## src/rtl/segway_pkg.sv

```systemverilog
// Shared constants and types for the Segway control slice: SPI monarch
// timing points and the inertial sequencer's sensor command words.
package segway_pkg;

   localparam int unsigned CMD_W = 16;
   localparam int unsigned DIV_W = 4;
   localparam int unsigned CNT_W = 4;

   typedef enum logic [1:0] {
      IDLE  = 2'd0,
      FRONT = 2'd1,
      SHIFT = 2'd2,
      BACK  = 2'd3
   } spi_state_t;

   // Divider values: idle preset keeps SCLK high, sample just before SCLK rise,
   // shift on SCLK fall.
   localparam logic [DIV_W-1:0] SCLK_PRESET = 4'b1011;
   localparam logic [DIV_W-1:0] SMPL_PT     = 4'b0111;
   localparam logic [DIV_W-1:0] SHFT_PT     = 4'b1111;
   // Final shift closes the frame one clk before the would-be 17th fall.
   localparam logic [DIV_W-1:0] END_PT      = 4'b1110;
   localparam logic [CNT_W-1:0] LAST_CNT    = 4'd14;

   // Inertial sensor command words used by the sequencer.
   localparam logic [CMD_W-1:0] INERT_CMD_INT_CFG = 16'h0D02;
   localparam logic [CMD_W-1:0] INERT_CMD_ACC_CFG = 16'h1053;
   localparam logic [CMD_W-1:0] INERT_CMD_GYR_CFG = 16'h1150;
   localparam logic [CMD_W-1:0] INERT_CMD_PTCH_L  = 16'hA200;
   localparam logic [CMD_W-1:0] INERT_CMD_PTCH_H  = 16'hA300;

endpackage

```

## src/rtl/spi_mnrch.sv

```systemverilog
// SPI mode-3 monarch: shifts one 16-bit command out on MOSI while capturing
// the 16-bit reply from MISO, SCLK = clk/16.
module spi_mnrch
   import segway_pkg::*;
(
   input  logic             clk,
   input  logic             rst_n,
   input  logic             wrt,
   input  logic [CMD_W-1:0] cmd,
   input  logic             MISO,
   output logic             SS_n,
   output logic             SCLK,
   output logic             MOSI,
   output logic             done,
   output logic [CMD_W-1:0] rd_data
);

   spi_state_t       state, nxt_state;
   logic [DIV_W-1:0] sclk_div;
   logic [CMD_W-1:0] shft_reg;
   logic [CNT_W-1:0] shft_cnt;
   logic             miso_smpl;
   logic             init, smpl, shft, set_done, div_run;

   assign SCLK    = sclk_div[DIV_W-1];
   assign MOSI    = shft_reg[CMD_W-1];
   assign rd_data = shft_reg;

   always_ff @(posedge clk or negedge rst_n) begin
      if (!rst_n) state <= IDLE;
      else        state <= nxt_state;
   end

   // Next state and datapath enables.
   always_comb begin
      nxt_state = state;
      init      = 1'b0;
      smpl      = 1'b0;
      shft      = 1'b0;
      set_done  = 1'b0;
      div_run   = 1'b0;
      case (state)
         IDLE: begin
            if (wrt) begin
               init      = 1'b1;
               nxt_state = FRONT;
            end
         end
         FRONT: begin
            div_run = 1'b1;
            if (sclk_div == SHFT_PT) nxt_state = SHIFT;
         end
         SHIFT: begin
            div_run = 1'b1;
            if (sclk_div == SMPL_PT) smpl = 1'b1;
            if (sclk_div == SHFT_PT) begin
               shft = 1'b1;
               if (shft_cnt == LAST_CNT) nxt_state = BACK;
            end
         end
         BACK: begin
            div_run = 1'b1;
            if (sclk_div == SMPL_PT) smpl = 1'b1;
            if (sclk_div == END_PT) begin
               shft      = 1'b1;
               set_done  = 1'b1;
               div_run   = 1'b0;
               nxt_state = IDLE;
            end
         end
         default: nxt_state = IDLE;
      endcase
   end

   always_ff @(posedge clk or negedge rst_n) begin
      if (!rst_n)                sclk_div <= SCLK_PRESET;
      else if (init || set_done) sclk_div <= SCLK_PRESET;
      else if (div_run)          sclk_div <= sclk_div + DIV_W'(1);
   end

   always_ff @(posedge clk or negedge rst_n) begin
      if (!rst_n)     shft_reg <= '0;
      else if (init)  shft_reg <= cmd;
      else if (shft)  shft_reg <= {shft_reg[CMD_W-2:0], miso_smpl};
   end

   always_ff @(posedge clk or negedge rst_n) begin
      if (!rst_n)     shft_cnt <= '0;
      else if (init)  shft_cnt <= '0;
      else if (shft)  shft_cnt <= shft_cnt + CNT_W'(1);
   end

   always_ff @(posedge clk or negedge rst_n) begin
      if (!rst_n)     miso_smpl <= 1'b0;
      else if (smpl)  miso_smpl <= MISO;
   end

   always_ff @(posedge clk or negedge rst_n) begin
      if (!rst_n) begin
         done <= 1'b0;
         SS_n <= 1'b1;
      end else if (init) begin
         done <= 1'b0;
         SS_n <= 1'b0;
      end else if (set_done) begin
         done <= 1'b1;
         SS_n <= 1'b1;
      end
   end

endmodule

```

## config.mk

```make
export PLATFORM = sky130hd
export DESIGN_NAME = spi_mnrch
export DESIGN_NICKNAME = d
export VERILOG_FILES = /design/src/rtl/segway_pkg.sv /design/src/rtl/spi_mnrch.sv
export SDC_FILE = /design/constraint.sdc
export NUM_CORES = 1
export LEC_CHECK = 0
export CORE_MARGIN = 3
export CORE_UTILIZATION = 54
export CTS_BUF_LIST = sky130_fd_sc_hd__clkbuf_4
export CTS_CLUSTER_DIAMETER = 30
export CTS_CLUSTER_SIZE = 25
export DETAILED_ROUTE_END_ITERATION = 10
export GPL_ROUTABILITY_DRIVEN = 1
export PLACE_DENSITY = 0.94
export SYNTH_ARGS = -nofsm -noshare
export SYNTH_HDL_FRONTEND = slang
export SYNTH_SLANG_ARGS = --single-unit
```

## constraint.sdc

```tcl
create_clock -name clk -period 4.3 [get_ports clk]
set_input_delay 0.86 -clock clk [delete_from_list [all_inputs] [get_ports clk]]
set_output_delay 0.86 -clock clk [all_outputs]
set_load 0.01 [all_outputs]
```

==> key figures, run 1 <==
Yosys
  • Post-synthesis sequential area ratio: 47.6%
  • Mapped Area: 0.00154 sq mm
  • Synth Flop Type: dfrtp_1
  • Syn nets: 198
  • Syn avg cell area: 9.14 sq um
  • Synth cell types: 36
  • Fraction of registers with async set/reset: 100%
  • Syn Inst Count: 168
  • EDFF count, synth: 0
  • Yosys Warn Count: 0
  • Synth Register Bits: 29

STA
  • Fmax achieved: 0.398 GHz
  • Setup Skew: 15.6 ps
  • Final Critical Period: 2510 ps
  • Slew Viols, Final: 0
  • Final hold vios: 0
  • RSZ-0062 raised after global routing: false
  • Sum of negative setup slack: 0 ps
  • Relative slew slack: 15.2%
  • Final setup fails: 0
  • Period Utilization, post-route: 58.4%
  • Slew @ Worst Pin: 1270 ps

Layout
  • Fillers: 174
  • Reg area: 731 sq um
  • Multi-input gate area: 724 sq um
  • Share of cells above drive strength 1: 8.74%
  • Fin nets: 235
  • Final Non-Filler Cells: 236
  • ANT cells: 0
  • Area Growth Syn to Fin: 28.0%
  • Finished Core Util: 75.8%

Floorplanning
  • Core ar.: 0.00259 sq mm
  • Die height: 59.3 um
  • # IOs: 40
  • Initial core utilization: 59.3%
  • Die X: 59.3 um
  • Die Area: 0.00352 sq mm
  • Cell Rows: 18

Place
  • HPWL after detailed placement: 2460 um
  • GP Congestion: 0.882
  • Placed Instances: 228
  • Port Buf Inserts: 39

Global route
  • First-pass GRT wire length: 5460 um
  • Initial antenna violation count: 0
  • Largest net degree at the start of global routing: 40
  • Number of global-route vias before repair: 1319
  • GRT Total Usage: 20.7%
  • Grt total ovfl: 0

Critical path
  • Worst setup SP type: primary input
  • Critical-path top delay cell: o311ai_4
  • Buf/Inv on CP: 1
  • Crit path required time: 4430 ps
  • Worst setup path startpoint: wrt
  • Reg-to-reg startpoint: sclk_div[1]$_DFFE_PN1P_
  • CP Cell Sequence: clkdlybuf4s50_1 -> nand2_1 -> o311ai_4 -> nor2_1 -> a31oi_1
  • Slowest stage delay, CP: 530 ps
  • Crit Path Category: in2reg
  • CP top delay family: simple AND/OR/NAND/NOR gates
  • Crit path arrival time: 2650 ps
  • CP endpoint kind: flop
  • Peak fanout along the critical path: 39

Worst hold path
  • Worst hold path type: reg2reg
  • Hold_sp: SS_n$_DFFE_PN1P_

Pwr
  • Max IR drop VDD: 0.232 mV
  • Logic pwr share: 6.4%
  • Clk network pwr share: 34.0%
  • Total power: 0.000464 W
  • Net switching power: 0.000108 W
  • Sw frac: 23.3%
  • Internal power: 0.000356 W
  • Pleak: 0.819 nW
  • Sequential share of power: 59.5%
  • Power Density: 236 mW/mm^2

Clocking
  • Num Clock Sinks: 29
  • Clk buf depth: 2
  • CTS Hold Bufs: 0
  • Num CTS Buffers: 5
  • Root Buffer: clkbuf_4
  • CTS tree: done
  • Post-CTS Repair Setup Buffers: 0
  • CTS H-Tree Depth: 2
  • Post-cts sizing count: 0
  • Insertion delay to the later sink of the worst-skew pair: 330 ps
  • Clk slew on worst S/H paths: 90 ps

Detailed routing
  • Vias post-DR: 1341
  • Antenna-violating nets left: 0
  • Vias per inst: 5.68
  • DR iter-0 viols: 69
  • Residual DRC: 0
  • Pre-antenna DRT Iters: 5
  • WL/cell: 14.2 um
  • Final WL: 3360 um

Status
  • Status: complete, no violations

Job
  • Max-Cap Viols: 0
## cell families (layout without fill, tap and decap cells)
kind of cell,Yosys count,count (layout),synth area share (%)
AND/OR/NAND/NOR,79,79,21.8
multiplexers,3,3,2.12
AO/OA/AOI/OAI,30,30,14.0
XOR/XNOR,2,2,1.14
buffers and inverters,15,53,5.22
flip-flops,29,29,47.6
adder cells (fa/ha/maj),10,10,8.15
## worst paths after layout
path / to / slack, ps / cells after the start
max reg2reg: shft_cnt[3]$_DFFE_PN0P_ / 1820 / 5
min: SS_n$_DFFE_PN1P_ / 510 / 2
min in group asynchronous: shft_cnt[2]$_DFFE_PN0P_ / 1140 / 1
min reg2reg: SS_n$_DFFE_PN1P_ / 510 / 2
max: rd_data[4]$_DFFE_PN0P_ / 1790 / 5
max in group asynchronous: sclk_div[3]$_DFFE_PN1P_ / 2370 / 2
## power by group through the flow
stage	logic [W]	clock network (W)	registers (W)
global route	0.0000325	0.000175	0.000277
global placement	0.0000295	0	0.000281
CTS	0.0000303	0.000165	0.000276
floorplan	0.00000255	0	0.000282
finish	0.0000297	0.000158	0.000276
detailed placement	0.0000300	0	0.000281
## worst min-delay path: stages, from the launching register on
cell	delay, ps
dfstp_2	380
nor2_1	100
nor2_1	40
## metal layers
layer	up-vias	global-route usage, %	wire (um)
met3	12	7.41	256
met1	638	23.3	1350
met4	0	8.09	76
met5	-	0	0
met2	46	35.4	1680
li1	645	-	-
## sequential cells by signal, indices dropped and copies added (netlist names)
signal     flops
shft_cnt       4
SS_n           1
rd_data       16
miso_smpl      1
state          2
sclk_div       4
done           1
## cell usage in the layout, fill, tap and decap left out, types with 2 or more instances in the layout
cell	count
clkbuf_4	5
nand2_1	39
nor2_1	24
clkdlybuf4s50_1	39
nor3_1	3
mux2_2	2
clkinv_2	2
o21ai_0	4
nand3_1	5
dfstp_2	4
a31oi_1	16
ha_1	10
dfrtp_1	25
inv_1	5
## cell usage after synthesis (2+ instances only)
master    count  area share (%)
nand2_1      39             9.5
dfrtp_1      25              41
nor2_1       24             5.9
a31oi_1      16             6.5
ha_1         10             8.1
inv_1         5             1.2
nand3_1       5             1.6
buf_4         4             2.0
clkbuf_1      4            0.98
dfstp_2       4             6.8
o21ai_0       4             1.3
nor3_1        3            0.98
mux2_2        2             1.5
## metrics by stage
step | setup slack, ps | hold slack, ps | instance area (sq um)
after global placement | 1570 | 486 | 1910
after floorplan | 2600 | 481 | 1540
after CTS | 1800 | 519 | 1960
final | 1790 | 514 | 1960
after detailed placement | 1460 | 506 | 1910
after global routing | 1570 | 539 | 1960
## area by class of cell
class	instances	area share [%]
clock inverters	3	0.892
well taps	30	1.91
flip-flops and latches	29	37.2
multi-input cells	124	36.9
repair buffers	40	20.3
inverters	5	0.955
clock buffers	5	1.91
(Power assumes the default switching activity.)
==> run 2, diff against run 1 <==
CORE_UTILIZATION = 45   (was 54)
PLACE_DENSITY = 0.85   (was 0.94)
clock period = 2.1 ns   (was 4.3 ns; I/O delays follow)
==> run 2 against run 1 <==
Flip-flop and latch count unchanged. Sequential share of layout area decreased by 1.1 points. Setup slack got worse by 1600 ps. Sequential power increased by 100%. Hold slack got worse by 40 ps. Critical path type is now reg2out. Largest cell class unchanged.
==> key figures, run 2 (synthesis results as in run 1) <==
Clocking
  • Num CTS Buffers: 5 (unchanged)
  • CTS Hold Bufs: 0 (unchanged)
  • Post-cts sizing count: 0 (unchanged)
  • Clk buf depth: 2 (unchanged)
  • Num Clock Sinks: 29 (unchanged)
  • Insertion delay to the later sink of the worst-skew pair: 330 ps (about the same)
  • Clk slew on worst S/H paths: 100 ps (about the same)
  • CTS tree: done
  • Root Buffer: clkbuf_4
  • CTS H-Tree Depth: 2 (unchanged)
  • Post-CTS Repair Setup Buffers: 0 (unchanged)

Detailed routing
  • Vias post-DR: 1283 (-4.3%)
  • DR iter-0 viols: 92 (+33%)
  • Met3 wire length: 290 um (+13%)
  • Pre-antenna DRT Iters: 4 (-1)
  • Residual DRC: 0 (unchanged)
  • WL/cell: 12.8 um (-10%)
  • Top Layer Used: met4
  • Final WL: 3240 um (-3.5%)
  • Vias per inst: 5.05 (-11%)
  • Antenna-violating nets left: 0 (unchanged)
  • Met1 wire length: 1390 um (+3.3%)
  • Wire length on met2: 1510 um (-10%)

Place
  • GP Congestion: 0.746 (-15%)
  • HPWL after detailed placement: 2380 um (-3.4%)
  • Port Buf Inserts: 39 (unchanged)

Floorplanning
  • Die Area: 0.00415 sq mm (+18%)
  • Core ar.: 0.00315 sq mm (+22%)
  • Initial core utilization: 48.7% (-11 points)
  • # IOs: 40 (unchanged)
  • Die height: 64.4 um (+8.6%)
  • Cell Rows: 20 (+2)
  • Die X: 64.4 um (+8.6%)

Layout
  • Max reg flops: 16 (unchanged)
  • Area Growth Syn to Fin: 31.9%
  • Reg area: 731 sq um (unchanged)
  • Multi-input gate area: 724 sq um (unchanged)
  • Fin nets: 239 (+1.7%)
  • Commonest non-fill, non-tap cells in the layout: nand2_1, clkdlybuf4s50_1, dfrtp_1, nor2_1, a31oi_1
  • Share of cells above drive strength 1: 10.5% (+1.7 points)
  • Fillers: 287 (+65%)
  • ANT cells: 0 (unchanged)

STA
  • Sum of negative setup slack: 0 ps (unchanged)
  • Final hold vios: 0 (unchanged)
  • Period Utilization, post-route: 91.9%
  • Final Critical Period: 1930 ps
  • Final setup fails: 0 (unchanged)
  • Slew @ Worst Pin: 427 ps (-842 ps)
  • RSZ-0062 raised after global routing: false
  • Relative slew slack: 71.5% (+56 points)
  • Slew Viols, Final: 0 (unchanged)
  • Fmax achieved: 0.518 GHz
  • Setup Skew: 8.98 ps (-6.60 ps)

Critical path
  • Critical-path top delay cell: dfstp_2
  • Crit path required time: 1680 ps (-2750 ps)
  • Worst setup SP type: flop
  • Peak fanout along the critical path: 8 (-79%)
  • Crit Path Category: reg2out
  • CP Cell Sequence: clkdlybuf4s50_1
  • Crit path arrival time: 1510 ps (-1140 ps)
  • CP top delay family: flip-flops
  • Buf/Inv on CP: 1 (unchanged)
  • CP endpoint kind: output pin
  • Slowest stage delay, CP: 620 ps (+90 ps)

Global route
  • Largest net degree at the start of global routing: 33 (-18%)
  • Grt total ovfl: 0 (unchanged)
  • First-pass GRT wire length: 5830 um (+6.8%)
  • GRT Total Usage: 18.0% (-2.7 points)
  • Initial antenna violation count: 0 (unchanged)
  • Number of global-route vias before repair: 1311 (-0.61%)

Pwr
  • Total power: 0.000958 W (+110%)
  • Max IR drop VDD: 0.364 mV (+57%)
  • Power Density: 473 mW/mm^2 (+100%)
  • Pleak: 0.842 nW (+2.8%)

Worst hold path
  • Worst hold path type: in2async

Status
  • Status: complete, no violations

Job
  • Max-Cap Viols: 0 (unchanged)
-- run 2: where the power goes --
group          switching, W   total, W  internal [W]  leakage [nW]
Sequential       0.00000302   0.000565      0.000562         0.362
Combinational     0.0000222  0.0000622     0.0000401         0.450
Clock              0.000205   0.000331      0.000126        0.0310
Total              0.000230   0.000958      0.000728         0.842
-- run 2: cell type report --
| class | count | share of cell area, % |
|---|---|---|
| flip-flops and latches | 29 | 36.1 |
| multi-input cells | 124 | 35.8 |
| repair buffers | 44 | 21.8 |
| well taps | 44 | 2.72 |
| clock buffers | 5 | 1.85 |
| inverters | 5 | 0.927 |
| clock inverters | 3 | 0.865 |
-- run 2: worst reg2reg max path, stage by stage (launching register included) --
cell and delay [ps]:
dfrtp_1 430, inv_1 140, ha_1 260, nor2_1 110, o311ai_4 390, buf_12 230
nor2_1 50, a31oi_1 150
-- run 2: per-stage QoR --
| stage | setup slack, ps | cells | hold slack, ps | cell area [sq um] | util, % |
|---|---|---|---|---|---|
| final | 170 | 254 | 474 | 2020 | 64.2 |
| after global routing | 60.6 | 254 | 494 | 2020 | 64.2 |
| after CTS | 134 | 254 | 473 | 2020 | 64.2 |
| after detailed placement | 251 | 246 | 494 | 1970 | 62.5 |
| after global placement | 288 | 246 | 486 | 1970 | 62.5 |
| after floorplan | 457 | 168 | 124 | 1540 | - |
-- run 2: routing by layer --
metal | track usage (%) | vias up
met1 | 21.5 | 589
li1 | - | 653
met2 | 29.1 | 36
met4 | 7.39 | 0
met5 | 0 | -
met3 | 7.11 | 5
-- run 2: path summary, 6_finish.rpt --
check	slack, ps	from	cells after the start	to
min in group clk	510	SS_n$_DFFE_PN1P_	2	SS_n$_DFFE_PN1P_
max in group asynchronous	1310	rst_n	2	sclk_div[3]$_DFFE_PN1P_
setup reg to reg	250	state[0]$_DFFE_PN0P_	7	rd_data[5]$_DFFE_PN0P_
setup / recovery	170	sclk_div[3]$_DFFE_PN1P_	1	SCLK
hold / removal	470	rst_n	2	rd_data[7]$_DFFE_PN0P_
hold reg to reg	510	SS_n$_DFFE_PN1P_	2	SS_n$_DFFE_PN1P_
==> RTL edit (flow settings as in run 2) <==
Make the reset (`rst_n`) synchronous in 6 clocked blocks.
--- a/src/rtl/spi_mnrch.sv
+++ b/src/rtl/spi_mnrch.sv
@@ -26,7 +26,7 @@
    assign MOSI    = shft_reg[CMD_W-1];
    assign rd_data = shft_reg;
 
-   always_ff @(posedge clk or negedge rst_n) begin
+   always_ff @(posedge clk) begin
       if (!rst_n) state <= IDLE;
       else        state <= nxt_state;
    end
@@ -72,30 +72,30 @@
       endcase
    end
 
-   always_ff @(posedge clk or negedge rst_n) begin
+   always_ff @(posedge clk) begin
       if (!rst_n)                sclk_div <= SCLK_PRESET;
       else if (init || set_done) sclk_div <= SCLK_PRESET;
       else if (div_run)          sclk_div <= sclk_div + DIV_W'(1);
    end
 
-   always_ff @(posedge clk or negedge rst_n) begin
+   always_ff @(posedge clk) begin
       if (!rst_n)     shft_reg <= '0;
       else if (init)  shft_reg <= cmd;
       else if (shft)  shft_reg <= {shft_reg[CMD_W-2:0], miso_smpl};
    end
 
-   always_ff @(posedge clk or negedge rst_n) begin
+   always_ff @(posedge clk) begin
       if (!rst_n)     shft_cnt <= '0;
       else if (init)  shft_cnt <= '0;
       else if (shft)  shft_cnt <= shft_cnt + CNT_W'(1);
    end
 
-   always_ff @(posedge clk or negedge rst_n) begin
+   always_ff @(posedge clk) begin
       if (!rst_n)     miso_smpl <= 1'b0;
       else if (smpl)  miso_smpl <= MISO;
    end
 
-   always_ff @(posedge clk or negedge rst_n) begin
+   always_ff @(posedge clk) begin
       if (!rst_n) begin
          done <= 1'b0;
          SS_n <= 1'b1;
Formal check against the unedited RTL: differs if rst_n is asserted again (counterexample within 4 cycles, from zero or initial values and one cycle with rst_n low); with rst_n held inactive, the same outputs for 10 cycles.
==> RTL edit against run 2 <==
- count of clock-buffer cells in the layout rose by 1
- critical path depth did not move
- sequential share of layout area fell by 5.9 points
- setup slack gained 63 ps
- cell area shrank 4.9%
- sequential cell count is the same
- wire length fell by 3.4%
- synthesized area shrank 6.8%
- first-iteration DRC count shrank 47%
Power is not compared: it rests on default switching activity, and its combinational part moved more than twofold at a synthesized area within 25%.
==> RTL edit: results (changes against run 2) <==
<table>
<tr><th>Metric</th><th>Value</th></tr>
<tr><th colspan="2">Finish</th></tr>
<tr><td>Filler cell count</td><td>239 (-17%)</td></tr>
<tr><td>Share of layout cells above drive strength 1</td><td>7.614% (-2.9 points)</td></tr>
<tr><th colspan="2">Logic synthesis</th></tr>
<tr><td>Top cells by area, synth</td><td>sky130_fd_sc_hd__dfxtp_1 41%, sky130_fd_sc_hd__mux2i_1 13%, sky130_fd_sc_hd__ha_1 7.9%</td></tr>
<tr><td>Flip-flop cell with the highest count after synthesis</td><td>sky130_fd_sc_hd__dfxtp_1</td></tr>
<tr><td>Proportion of synthesized area in mux cells</td><td>12.59% (+10 points)</td></tr>
<tr><td>Total nets after synthesis</td><td>184 (-7.1%)</td></tr>
<tr><td>Post-synthesis adder-cell area fraction</td><td>7.867% (-0.28 points)</td></tr>
<tr><td>Fraction of registers with async set or reset after synthesis</td><td>0% (-100 points)</td></tr>
<tr><td>Number of unique standard cell types used by synthesis</td><td>28 (-22%)</td></tr>
<tr><td>Area share of xor/xnor cells in the synthesized design</td><td>3.671% (+2.5 points)</td></tr>
<tr><td>Most frequent cells after synthesis</td><td>29 x sky130_fd_sc_hd__dfxtp_1, 21 x sky130_fd_sc_hd__o21ai_0, 18 x sky130_fd_sc_hd__mux2i_1</td></tr>
<tr><th colspan="2">Global routing</th></tr>
<tr><td>Maximum number of pins on one net before global-route repair</td><td>34 (+3.0%)</td></tr>
<tr><td>Total Routing Usage GR</td><td>17.34% (-0.71 points)</td></tr>
<tr><td>First-pass GRT wire length</td><td>5.382 mm (-7.7%)</td></tr>
<tr><th colspan="2">Placement</th></tr>
<tr><td>Placer congestion estimate</td><td>0.7608 (+2.0%)</td></tr>
<tr><th colspan="2">Critical path</th></tr>
<tr><td>Setup slack of the worst register-to-register path</td><td>430 ps (+180 ps)</td></tr>
<tr><td>Worst Path Arrival</td><td>1450 ps (-60 ps)</td></tr>
<tr><td>Max incr delay on CP</td><td>600 ps (-20 ps)</td></tr>
<tr><td>Cell class contributing the biggest share of worst-path delay</td><td>buffers and inverters</td></tr>
<tr><td>Cell with the biggest individual delay on the critical path</td><td>sky130_fd_sc_hd__clkdlybuf4s50_1</td></tr>
<tr><th colspan="2">Route</th></tr>
<tr><td>Routed vias</td><td>1240 (-3.4%)</td></tr>
<tr><td>DR iter-0 viols</td><td>49 (-47%)</td></tr>
<tr><th colspan="2">Worst hold path</th></tr>
<tr><td>Worst hold-check path type</td><td>reg -&gt; reg</td></tr>
<tr><th colspan="2">Timing</th></tr>
<tr><td>Worst-Margin Slew</td><td>406.4 ps (-20.37 ps)</td></tr>
<tr><td>Final period utilization</td><td>88.89% (-3.0 points)</td></tr>
<tr><th colspan="2">Status</th></tr>
<tr><td>Result of the run</td><td>completed</td></tr>
</table>
## RTL edit: final cells by class
type / count / area [sq um] / area share [%]
inverter: 4 / 15.01 / 0.7802
clock buffer: 6 / 45.04 / 2.341
multi-input combinational: 114 / 784.5 / 40.77
clock inverter: 2 / 33.78 / 1.756
tap: 42 / 52.55 / 2.731
sequential: 29 / 580.6 / 30.17
timing repair buffer: 42 / 412.9 / 21.46
## RTL edit: power by group
| group | total, mW | leakage, nW | internal, mW | switching (mW) |
|---|---|---|---|---|
| Combinational | 0.840 | 0.420 | 0.425 | 0.415 |
| Clock | 0.445 | 0.0433 | 0.261 | 0.184 |
| Sequential | 0.787 | 0.238 | 0.678 | 0.109 |
## RTL edit: worst min-delay path by stage
stage | end | slack, ps | depth (start not counted)
after floorplan | miso_smpl | 460 | 2
after global placement | done | 460 | 2
after detailed placement | done | 470 | 2
after CTS | done | 490 | 2
after global routing | state[1] | 540 | 2
final | done | 490 | 2
## RTL edit: kinds of logic after synthesis
logic type	after synthesis
buffers and inverters	12
xor gates and xnor gates	6
DFF	29
muxes	18
adders and majority gates	9
AOI/OAI and AO/OA	43
and+or+nand+nor	38
## RTL edit: per-layer routing
layer | vias to the layer above | routed length (um) | track usage (%)
met1 | 571 | 1219 | 16.67
met4 | 0 | 91 | 9.366
li1 | 627 | - | -
met2 | 30 | 1688 | 32.49
met3 | 12 | 133 | 5.396
met5 | - | 0 | 0
## RTL edit: through the flow
step	cell area (sq um)	std cells	worst slack, ps
3_5_place_dp	1846	231	435.9
5_1_grt	1924	239	130.4
3_3_place_gp	1846	231	527.8
2_1_floorplan	1431	155	535.7
6_report	1924	239	233.3
4_1_cts	1924	239	214.9
